**config.mk**
```make
export PLATFORM = sky130hd
export DESIGN_NAME = punc_exec_unit_flat
export DESIGN_NICKNAME = d
export VERILOG_FILES = /design/src/rtl/punc_exec_unit_if.sv /design/src/rtl/punc_exec_unit.sv /design/src/flat_wrapper.sv
export SDC_FILE = /design/constraint.sdc
export NUM_CORES = 1
export LEC_CHECK = 0
export CAP_MARGIN = 20
export CORE_UTILIZATION = 50
export CTS_CLUSTER_SIZE = 25
export DETAILED_ROUTE_END_ITERATION = 8
export GPL_TIMING_DRIVEN = 0
export HOLD_SLACK_MARGIN = 0.1
export PLACE_DENSITY = 0.68
export REMOVE_ABC_BUFFERS = 1
export SLEW_MARGIN = 20
export SYNTH_ARGS = -nofsm -noshare
export SYNTH_HDL_FRONTEND = slang
export SYNTH_SLANG_ARGS = --single-unit
```
**constraint.sdc**
```tcl
create_clock -name clk -period 8.2 [get_ports clk]
set_clock_uncertainty 0.15 [all_clocks]
set_input_delay 1.64 -clock clk [delete_from_list [all_inputs] [get_ports clk]]
set_output_delay 1.64 -clock clk [all_outputs]
set_load 0.02 [all_outputs]
```
**src/rtl/punc_exec_unit_if.sv**
```systemverilog
// ---------------------------------------------------------------------------
// punc_exec_unit_if
// Request/response bundle between a controller and the punc_exec_unit
// execute stage.
//
// Controller -> unit : start, op, src_a, src_b, dst, imm, imm_sel, wb_en,
//                      flush, dbg_addr
// Unit -> controller : busy, done, result, n, z, p, dbg_data
//
// Modports: master = controller side, slave = execute unit side.
// ---------------------------------------------------------------------------
interface punc_exec_unit_if #(
    parameter int WIDTH = 16,
    parameter int NREGS = 8
);
    localparam int AW = $clog2(NREGS);

    logic             start;
    logic [2:0]       op;
    logic [AW-1:0]    src_a;
    logic [AW-1:0]    src_b;
    logic [AW-1:0]    dst;
    logic [WIDTH-1:0] imm;
    logic             imm_sel;
    logic             wb_en;
    logic             flush;
    logic             busy;
    logic             done;
    logic [WIDTH-1:0] result;
    logic             n;
    logic             z;
    logic             p;
    logic [AW-1:0]    dbg_addr;
    logic [WIDTH-1:0] dbg_data;

    modport master (
        output start, op, src_a, src_b, dst, imm, imm_sel, wb_en, flush, dbg_addr,
        input  busy, done, result, n, z, p, dbg_data
    );

    modport slave (
        input  start, op, src_a, src_b, dst, imm, imm_sel, wb_en, flush, dbg_addr,
        output busy, done, result, n, z, p, dbg_data
    );
endinterface

```
**src/rtl/punc_exec_unit.sv**
```systemverilog
// ---------------------------------------------------------------------------
// punc_exec_unit
// Execute stage with a private register file. A request is accepted in IDLE;
// simple ops complete in one cycle, MUL runs an iterative shift-add over
// WIDTH cycles and SLL/SRA shift one bit per cycle. Completion loads the
// result register and, when enabled, writes back to the register file and
// updates the N/Z/P condition codes.
//
// Ports:
//   clk  : clock, rising edge
//   rst  : asynchronous reset, active low
//   bus  : punc_exec_unit_if.slave
//          in : start, op, src_a, src_b, dst, imm, imm_sel, wb_en, flush,
//               dbg_addr
//          out: busy, done, result, n, z, p, dbg_data (dbg_data is a
//               combinational read of RF[dbg_addr])
// ---------------------------------------------------------------------------
module punc_exec_unit #(
    parameter int WIDTH = 16,
    parameter int NREGS = 8
) (
    input  logic            clk,
    input  logic            rst,
    punc_exec_unit_if.slave bus
);
    localparam int AW = $clog2(NREGS);
    localparam int SW = $clog2(WIDTH);
    localparam int CW = SW + 1;

    localparam logic [2:0] OP_ADD  = 3'b000;
    localparam logic [2:0] OP_AND  = 3'b001;
    localparam logic [2:0] OP_NOT  = 3'b010;
    localparam logic [2:0] OP_PASS = 3'b011;
    localparam logic [2:0] OP_MUL  = 3'b100;
    localparam logic [2:0] OP_SLL  = 3'b101;
    localparam logic [2:0] OP_SRA  = 3'b110;
    localparam logic [2:0] OP_RSV  = 3'b111;

    typedef enum logic [1:0] {
        IDLE = 2'b00,
        EXEC = 2'b01,
        DONE = 2'b10
    } state_t;

    state_t           state;
    logic             busy_q;
    logic             done_q;
    logic [WIDTH-1:0] result_q;
    logic             n_q;
    logic             z_q;
    logic             p_q;

    logic [WIDTH-1:0] rf [NREGS];

    // Latched request for multi-cycle ops
    logic [2:0]       op_q;
    logic [AW-1:0]    dst_q;
    logic             wb_q;
    logic [WIDTH-1:0] mcand_q;   // MUL multiplicand, or the value being shifted
    logic [WIDTH-1:0] mplier_q;  // MUL multiplier, consumed LSB first
    logic [WIDTH-1:0] acc_q;     // MUL partial product
    logic [CW-1:0]    cnt_q;     // remaining EXEC iterations

    // Operand fetch
    logic [WIDTH-1:0] opa;
    logic [WIDTH-1:0] opb;
    logic [SW-1:0]    sh_amt;
    logic             accept;
    logic             one_cycle;

    // Iteration step and commit
    logic [WIDTH-1:0] mul_acc;
    logic [WIDTH-1:0] step_val;
    logic             commit_en;
    logic             commit_wr;
    logic [AW-1:0]    commit_dst;
    logic [WIDTH-1:0] commit_val;

    function automatic logic [WIDTH-1:0] sra_step(input logic [WIDTH-1:0] v);
        logic signed [WIDTH-1:0] sv;
        sv = $signed(v);
        return $unsigned(sv >>> 1);
    endfunction

    // Result of every op that completes at the accept edge. SLL/SRA only
    // reach here with a zero shift amount, so they pass A through.
    function automatic logic [WIDTH-1:0] alu_single(input logic [2:0]       o,
                                                    input logic [WIDTH-1:0] a,
                                                    input logic [WIDTH-1:0] b);
        logic [WIDTH-1:0] r;
        case (o)
            OP_ADD:  r = a + b;
            OP_AND:  r = a & b;
            OP_NOT:  r = ~a;
            OP_PASS: r = a;
            OP_SLL:  r = a;
            OP_SRA:  r = a;
            default: r = '0;
        endcase
        return r;
    endfunction

    assign opa    = rf[bus.src_a];
    assign opb    = bus.imm_sel ? bus.imm : rf[bus.src_b];
    assign sh_amt = opb[SW-1:0];
    assign accept = (state == IDLE) && bus.start && !bus.flush;

    assign one_cycle = (bus.op != OP_MUL) &&
                       !(((bus.op == OP_SLL) || (bus.op == OP_SRA)) && (sh_amt != '0));

    // Stage: one EXEC iteration
    always_comb begin
        mul_acc  = acc_q + (mplier_q[0] ? mcand_q : '0);
        step_val = mcand_q;
        case (op_q)
            OP_MUL:  step_val = mul_acc;
            OP_SLL:  step_val = mcand_q << 1;
            OP_SRA:  step_val = sra_step(mcand_q);
            default: step_val = mcand_q;
        endcase
    end

    // Stage: commit on the edge that enters DONE
    always_comb begin
        commit_en  = 1'b0;
        commit_wr  = 1'b0;
        commit_dst = bus.dst;
        commit_val = '0;
        if (accept && one_cycle) begin
            commit_en  = 1'b1;
            commit_wr  = bus.wb_en && (bus.op != OP_RSV);
            commit_dst = bus.dst;
            commit_val = alu_single(bus.op, opa, opb);
        end else if ((state == EXEC) && !bus.flush && (cnt_q == CW'(1))) begin
            commit_en  = 1'b1;
            commit_wr  = wb_q;
            commit_dst = dst_q;
            commit_val = step_val;
        end
    end

    always_ff @(posedge clk or negedge rst) begin
        if (!rst) begin
            state    <= IDLE;
            busy_q   <= 1'b0;
            done_q   <= 1'b0;
            result_q <= '0;
            n_q      <= 1'b0;
            z_q      <= 1'b1;
            p_q      <= 1'b0;
            op_q     <= OP_ADD;
            dst_q    <= '0;
            wb_q     <= 1'b0;
            mcand_q  <= '0;
            mplier_q <= '0;
            acc_q    <= '0;
            cnt_q    <= '0;
            for (int i = 0; i < NREGS; i++) begin
                rf[i] <= '0;
            end
        end else begin
            case (state)
                IDLE: begin
                    if (accept) begin
                        busy_q <= 1'b1;
                        op_q   <= bus.op;
                        dst_q  <= bus.dst;
                        wb_q   <= bus.wb_en && (bus.op != OP_RSV);
                        if (one_cycle) begin
                            state  <= DONE;
                            done_q <= 1'b1;
                        end else begin
                            state    <= EXEC;
                            mcand_q  <= opa;
                            mplier_q <= opb;
                            acc_q    <= '0;
                            cnt_q    <= (bus.op == OP_MUL) ? CW'(WIDTH) : CW'(sh_amt);
                        end
                    end
                end
                EXEC: begin
                    if (bus.flush) begin
                        state  <= IDLE;
                        busy_q <= 1'b0;
                        cnt_q  <= '0;
                    end else begin
                        mcand_q  <= (op_q == OP_MUL) ? (mcand_q << 1) : step_val;
                        mplier_q <= mplier_q >> 1;
                        acc_q    <= mul_acc;
                        cnt_q    <= cnt_q - CW'(1);
                        if (cnt_q == CW'(1)) begin
                            state  <= DONE;
                            done_q <= 1'b1;
                        end
                    end
                end
                DONE: begin
                    state  <= IDLE;
                    busy_q <= 1'b0;
                    done_q <= 1'b0;
                end
                default: begin
                    state  <= IDLE;
                    busy_q <= 1'b0;
                    done_q <= 1'b0;
                end
            endcase

            if (commit_en) begin
                result_q <= commit_val;
            end
            if (commit_wr) begin
                rf[commit_dst] <= commit_val;
                n_q <= commit_val[WIDTH-1];
                z_q <= (commit_val == '0);
                p_q <= !commit_val[WIDTH-1] && (commit_val != '0);
            end
        end
    end

    assign bus.busy     = busy_q;
    assign bus.done     = done_q;
    assign bus.result   = result_q;
    assign bus.n        = n_q;
    assign bus.z        = z_q;
    assign bus.p        = p_q;
    assign bus.dbg_data = rf[bus.dbg_addr];

endmodule

```
**src/flat_wrapper.sv**
```systemverilog
// flat-port wrapper written by rule: the top's interface ports become plain ports
module punc_exec_unit_flat 
#(
    parameter int WIDTH = 16,
    parameter int NREGS = 8
)
  (clk, rst, bus_start, bus_op, bus_src_a, bus_src_b, bus_dst, bus_imm, bus_imm_sel, bus_wb_en, bus_flush, bus_dbg_addr, bus_busy, bus_done, bus_result, bus_n, bus_z, bus_p, bus_dbg_data);
  punc_exec_unit_if #(.WIDTH(WIDTH), .NREGS(NREGS)) bus_i ();
  input  logic clk;
  input  logic rst;
  input wire logic [$bits(bus_i.start)-1:0] bus_start;
  input wire logic [$bits(bus_i.op)-1:0] bus_op;
  input wire logic [$bits(bus_i.src_a)-1:0] bus_src_a;
  input wire logic [$bits(bus_i.src_b)-1:0] bus_src_b;
  input wire logic [$bits(bus_i.dst)-1:0] bus_dst;
  input wire logic [$bits(bus_i.imm)-1:0] bus_imm;
  input wire logic [$bits(bus_i.imm_sel)-1:0] bus_imm_sel;
  input wire logic [$bits(bus_i.wb_en)-1:0] bus_wb_en;
  input wire logic [$bits(bus_i.flush)-1:0] bus_flush;
  input wire logic [$bits(bus_i.dbg_addr)-1:0] bus_dbg_addr;
  output wire logic [$bits(bus_i.busy)-1:0] bus_busy;
  output wire logic [$bits(bus_i.done)-1:0] bus_done;
  output wire logic [$bits(bus_i.result)-1:0] bus_result;
  output wire logic [$bits(bus_i.n)-1:0] bus_n;
  output wire logic [$bits(bus_i.z)-1:0] bus_z;
  output wire logic [$bits(bus_i.p)-1:0] bus_p;
  output wire logic [$bits(bus_i.dbg_data)-1:0] bus_dbg_data;
  assign bus_i.start = bus_start;
  assign bus_i.op = bus_op;
  assign bus_i.src_a = bus_src_a;
  assign bus_i.src_b = bus_src_b;
  assign bus_i.dst = bus_dst;
  assign bus_i.imm = bus_imm;
  assign bus_i.imm_sel = bus_imm_sel;
  assign bus_i.wb_en = bus_wb_en;
  assign bus_i.flush = bus_flush;
  assign bus_i.dbg_addr = bus_dbg_addr;
  assign bus_busy = bus_i.busy;
  assign bus_done = bus_i.done;
  assign bus_result = bus_i.result;
  assign bus_n = bus_i.n;
  assign bus_z = bus_i.z;
  assign bus_p = bus_i.p;
  assign bus_dbg_data = bus_i.dbg_data;
  punc_exec_unit #(.WIDTH(WIDTH), .NREGS(NREGS)) u_core (.clk(clk), .rst(rst), .bus(bus_i));
endmodule
```
After elaboration in Yosys (flattened, before gate mapping). Index checks and enable logic that the tools add are counted.

Flip-flop bits (word level): 211. Bits of input ports: 37. Output and inout bits: 37. Logic and storage cells: 138.

Add/subtract/negate cells: 3. Order comparisons: 5. Equal/unequal tests: 20. Muxes and demuxes: 55. Bitwise operators: 6. Reduce and logical (&&, ||, !) cells: 27.

Operators by type and width (number): $mux 16 (21); $bmux 16 s3 (3); $bwmux 128 (1); $pmux 16 s2 (3); $pmux 16 s4 (1); $demux 16 s3 (1); $pmux 16 s3 (1); $add 16x16->16 (2); $mux 5 (4); $eq 3x3->1 const B (6); $and 16x16->16 (1); $ge 4x4->1 const B (4); $logic_not 16->1 (1); $not 16->16 (1); $not 3->4 (4); $reduce_bool 16->1 (1); $logic_and 1x1->1 (10); $mux 1 (10); $pmux 5 s2 (1); $ne 3x3->1 const B (3); $mux 2 (4); $ne 2x2->1 const B (4); $reduce_and 4->1 (2); $eq 3x2->1 const B (2); 18 further kinds (25).

Depth between registers and ports, before layout.
Depth after elaboration: 17. Depth in mapped cells: 18. Mapped depth without buffers: 14.

Least setup slack after synthesis. Ideal clock, no wire load.

Path kind: input-to-reg. Start point: input bus_src_b[0]. End point: register u_core.rf[111] (netlist bit). Setup time: 66 ps. Arrival time: 5848 ps. Data required time: 7984 ps. Slack: 2136 ps. Cell stages on the path: 16. Path buffers: 4. Path through: buf_2 buf_4 buf_1 mux4_2 mux2i_1 o21ai_0 ha_1 clkbuf_1 a21o_1 a31o_2 o211a_1 o41a_1 o41ai_1 mux2_2 o211ai_1 mux2_2.

Cells in the longest elaborated chain, start to end: 17. Elaborated cells between the ends (all ways): 23. Classes of those cells: add/sub: 1; order compare: 2; mux: 11; bitwise: 3; reduce/logical: 6.

RTL lines: start: declaration (line flat_wrapper.sv:14) `input wire logic [$bits(bus_i.src_b)-1:0] bus_src_b;`; $not 3->4 (not written as such) * (line punc_exec_unit.sv:104) `assign opb = bus.imm_sel ? bus.imm : rf[bus.src_b];`; $bmux 16 s3 * (line punc_exec_unit.sv:104); $mux 16 (not written as such) * (2 in a row) (line punc_exec_unit.sv:104); $mux 16 * (line punc_exec_unit.sv:104); $reduce_bool 4->1 (line punc_exec_unit.sv:109) `!(((bus.op == OP_SLL) || (bus.op == OP_SRA)) && (sh_amt != '0));`; $logic_and 1x1->1 (line punc_exec_unit.sv:109); $logic_not 1->1 (line punc_exec_unit.sv:109); $logic_and 1x1->1 (line punc_exec_unit.sv:108) `assign one_cycle = (bus.op != OP_MUL) &&`; $logic_and 1x1->1 (line punc_exec_unit.sv:129) `if (accept && one_cycle) begin`; $mux 3 (line punc_exec_unit.sv:129); $not 3->4 (not written as such) (line punc_exec_unit.sv:213) `rf[commit_dst] <= commit_val;`; $ge 4x4->1 (not written as such) or $lt 4x1->1 (tied branches) (line punc_exec_unit.sv:213); $logic_and 1x1->1 (not written as such) (line punc_exec_unit.sv:213); $mux 16 (not written as such) (line punc_exec_unit.sv:213); $demux 16 s3 (line punc_exec_unit.sv:213); $bwmux 128 (line punc_exec_unit.sv:213); end signal: indexed assignment (line punc_exec_unit.sv:213); end: declaration (line punc_exec_unit.sv:53) `logic [WIDTH-1:0] rf [NREGS];`.

Every way passes the cells marked *; elsewhere a longest branch is shown, timed or not. The select of a mux whose other input is x is not followed. A chain may end at the register's enable or synchronous reset.

Final worst setup path.
Start point: input bus_src_b[1]. End point: register u_core.rf[111] (netlist bit).

The elaborated chain is that of the path after synthesis.

==> flow_metrics.tcl <==
set metrics [dict create \
    status "completed" \
    yosys_warnings 0 \
    yosysSeqAreaShare_pct 36.2 \
    area_growth_pct 12.6 \
    cts.path.max_buffers 3 \
    place_congestion 0.941 \
    wl_per_cell_um 23.3 \
    start_util_pct 50.8 \
    p_seq_share_pct 42.6 \
    layout_min_cycle_time_ns 6.35 \
    grt_max_degree 101 \
    grt_pass1_vias 11500 \
    cts_buffers 24 \
    drive_gt1_share_pct 24.2 \
    timing.fmax_mhz 158 \
    first_pass_iters 6 \
    core-area_sq_um 28700 \
    io_pins 74 \
    synth_edf_count 0 \
    cp.required_ns 8.53 \
    postCtsSetupRepairBufs 0 \
    grt_first_pass_wirelength_um 65500 \
    synth_top_family_by_area "multiplexers" \
    synthMuxAreaShare_pct 30.1 \
    cp-start-kind "input pin" \
    crit_path_frequent_cell "mux2_2" \
    finalPower_mw 2.90 \
    clk_latency_ns 0.55 \
    cp-end-kind "register" \
    hold_viol_final 0 \
    fillCellCount 2449 \
    p_int_mw 1.99 \
    avgSynthCellArea_sq_um 10.8 \
    comb_power_share_pct 20.8 \
    async_flop_share_pct 100 \
    crit_chain "buf_2 > nand2b_1 > o22ai_1 > o31ai_1 > ha_1 > a31o_2 > o211a_1 > o41a_1 > o41ai_1 > mux2_2 > o211ai_1 > mux2_2" \
    design.die.area_sq_um 29900 \
    cap_viol_max_count 0 \
    critical_path_buf_inv_count 1 \
    synthAdderAreaFrac_pct 3.11 \
    swShare_pct 31.5 \
    synthXorXnorAreaFrac_pct 1.14 \
    crit_type "in2reg" \
    drc 0 \
    antenna_found_initial 0 \
    vdd_drop_max_mv 0.177 \
    yosys.area_share.simple_pct 10.0 \
    hold_path_class "reg2reg" \
    die_x_um 173 \
    synth-compound-area-share_pct 16.1 \
    ys.flop_type "dfrtp_1" \
    diodes 0 \
    grt.overflow.total 0 \
    hold_ws_ns 0.327 \
    worst-slew-pin-transition_ns 1.16 \
    nets 1440 \
    vias 11600 \
    powerDensity_nw_per_um2 177 \
    cts.sinks 211 \
    synth.distinct_cells 82 \
    cts-root-buf "clkbuf_16" \
    post-route-period-util_pct 77.4 \
    synth_area_sq_um 14600 \
    synth_seq_cells 211 \
    via_per_inst 6.54 \
    worstPathMaxFanout 28 \
    rows 62 \
    drv_slew 0 \
    ctsResizeCount 0 \
    slew_headroom_pct 22.1 \
    rsz0062_at_grt "false" \
    setup_ws_ns 1.85 \
    track_usage_pct 27.7 \
    max_stage_delay_ns 0.96 \
    first_iter_violations 942 \
    leakagePower_nw 7.44 \
    power_switching_uw 915 \
    cp.arrival_ns 6.68 \
    clkTransAtPathRegs_ns 0.06 \
    io_buffer_count 73 \
    hold_buffers 0 \
    cp_top_family "compound AO/OA/AOI/OAI gates" \
    pre_cts_slack_ns 0.667 \
    final_antenna_net_count 0 \
    p_clk_share_pct 36.6 \
    slowest_stage "o31ai_1" \
    finalSetupViolCount 0 \
    htreeDepth 1 \
    cts_tree "done" \
    syn_inst 1350 \
    drt-total-wl_um 41200 \
    hpwl_um 28400 \
    die_h_um 173 \
]
path summary, 6_finish.rpt:
path                       slack, ns                   end  cells after the start                  from
max reg2reg                     3.33        u_core.rf[111]                     11         u_core.rf[83]
max                             1.85        u_core.rf[111]                     12          bus_src_b[1]
min in group asynchronous       0.80         u_core.rf[98]                      1                   rst
max in group asynchronous       5.92        u_core.rf[124]                      3                   rst
min                             0.33  u_core.bus.result[1]                      1  u_core.bus.result[1]
min reg2reg                     0.33  u_core.bus.result[1]                      1  u_core.bus.result[1]
sequential cells by signal, summed over array words and instances (netlist names), 2 cells and up:
name               flops
u_core.cnt_q           5
u_core.rf            128
u_core.dst_q           3
u_core.op_q            3
u_core.acc_q          16
u_core.state           2
u_core.bus.result     16
u_core.mcand_q        16
u_core.mplier_q       16
placed cells by master (no fill, tap or decap), types with 24 or more instances in the layout:
master             n
dfrtp_1          210
mux2_2           154
nand2_1          110
o21ai_0          107
mux4_2            81
mux2i_1           64
clkdlybuf4s50_1   61
nor2_1            56
a21oi_1           53
ha_1              33
a21o_1            31
inv_1             25
clkbuf_16         24
metrics by stage:
| stage | utilization, % | instances | instance area [sq um] | setup TNS (ns) |
|---|---|---|---|---|
| 5_1_grt | 57.2 | 1767 | 16400 | 0 |
| 6_report | 57.2 | 1767 | 16400 | 0 |
| 3_5_place_dp | 54.6 | 1726 | 15700 | 0 |
| 3_3_place_gp | 53.7 | 1716 | 15400 | -834.51 |
| 4_1_cts | 57.2 | 1767 | 16400 | 0 |
| 2_1_floorplan | - | 1259 | 14200 | 0 |
power by group through the flow:
stage / combinational, mW / sequential [mW] / clock, mW
final: 0.604 / 1.24 / 1.06
after global routing: 0.663 / 1.25 / 1.11
after CTS: 0.603 / 1.23 / 1.07
after detailed placement: 0.600 / 1.25 / 0
after global placement: 0.582 / 1.25 / 0
after floorplan: 0.335 / 1.25 / 0
synth_stat cells, types with 19 or more instances:
library cell | count | area [sq um]
a21o_1 | 32 | 240
a21oi_1 | 53 | 265
a31oi_1 | 21 | 131
and2_1 | 20 | 125
clkbuf_1 | 59 | 221
dfrtp_1 | 210 | 5260
ha_1 | 33 | 413
inv_1 | 25 | 93.8
mux2_2 | 154 | 1730
mux2i_1 | 64 | 641
mux4_2 | 81 | 1820
nand2_1 | 111 | 417
nor2_1 | 58 | 218
nor3_1 | 19 | 95.1
o21ai_0 | 107 | 536
cells by family after synthesis:
group	count (synthesis)
xor+xnor	19
flops	211
buf+inv	117
compound gates	356
simple gates	300
mux	312
fa+ha+maj	35
layer usage:
metal  vias up  share of wire (%)  global-route usage [%]
met5         -                  0                       0
met4         0                3.3                    10.0
met3        85                6.3                    2.86
met2       438                 46                    44.2
met1      5844                 44                    39.4
li1       5184                  -                       -
area by class of cell:
class                      instances  area (sq um)  area share, %
inverter                          26          97.6          0.594
clock buffer                      33           674           4.11
clock inverter                     8          90.1          0.549
sequential                       211          5280           32.2
tap                              384           480           2.93
multi-input combinational       1022          8890           54.2
timing repair buffer              83           902           5.49
worst register-to-register path: cells and delay by family, from the launching register on:
kind / cells / cell delay, ns
muxes: 3 / 0.80
AOI/OAI and AO/OA: 7 / 2.99
adders and majority gates: 1 / 0.48
DFF: 1 / 0.38
(Power assumes the default switching activity.)
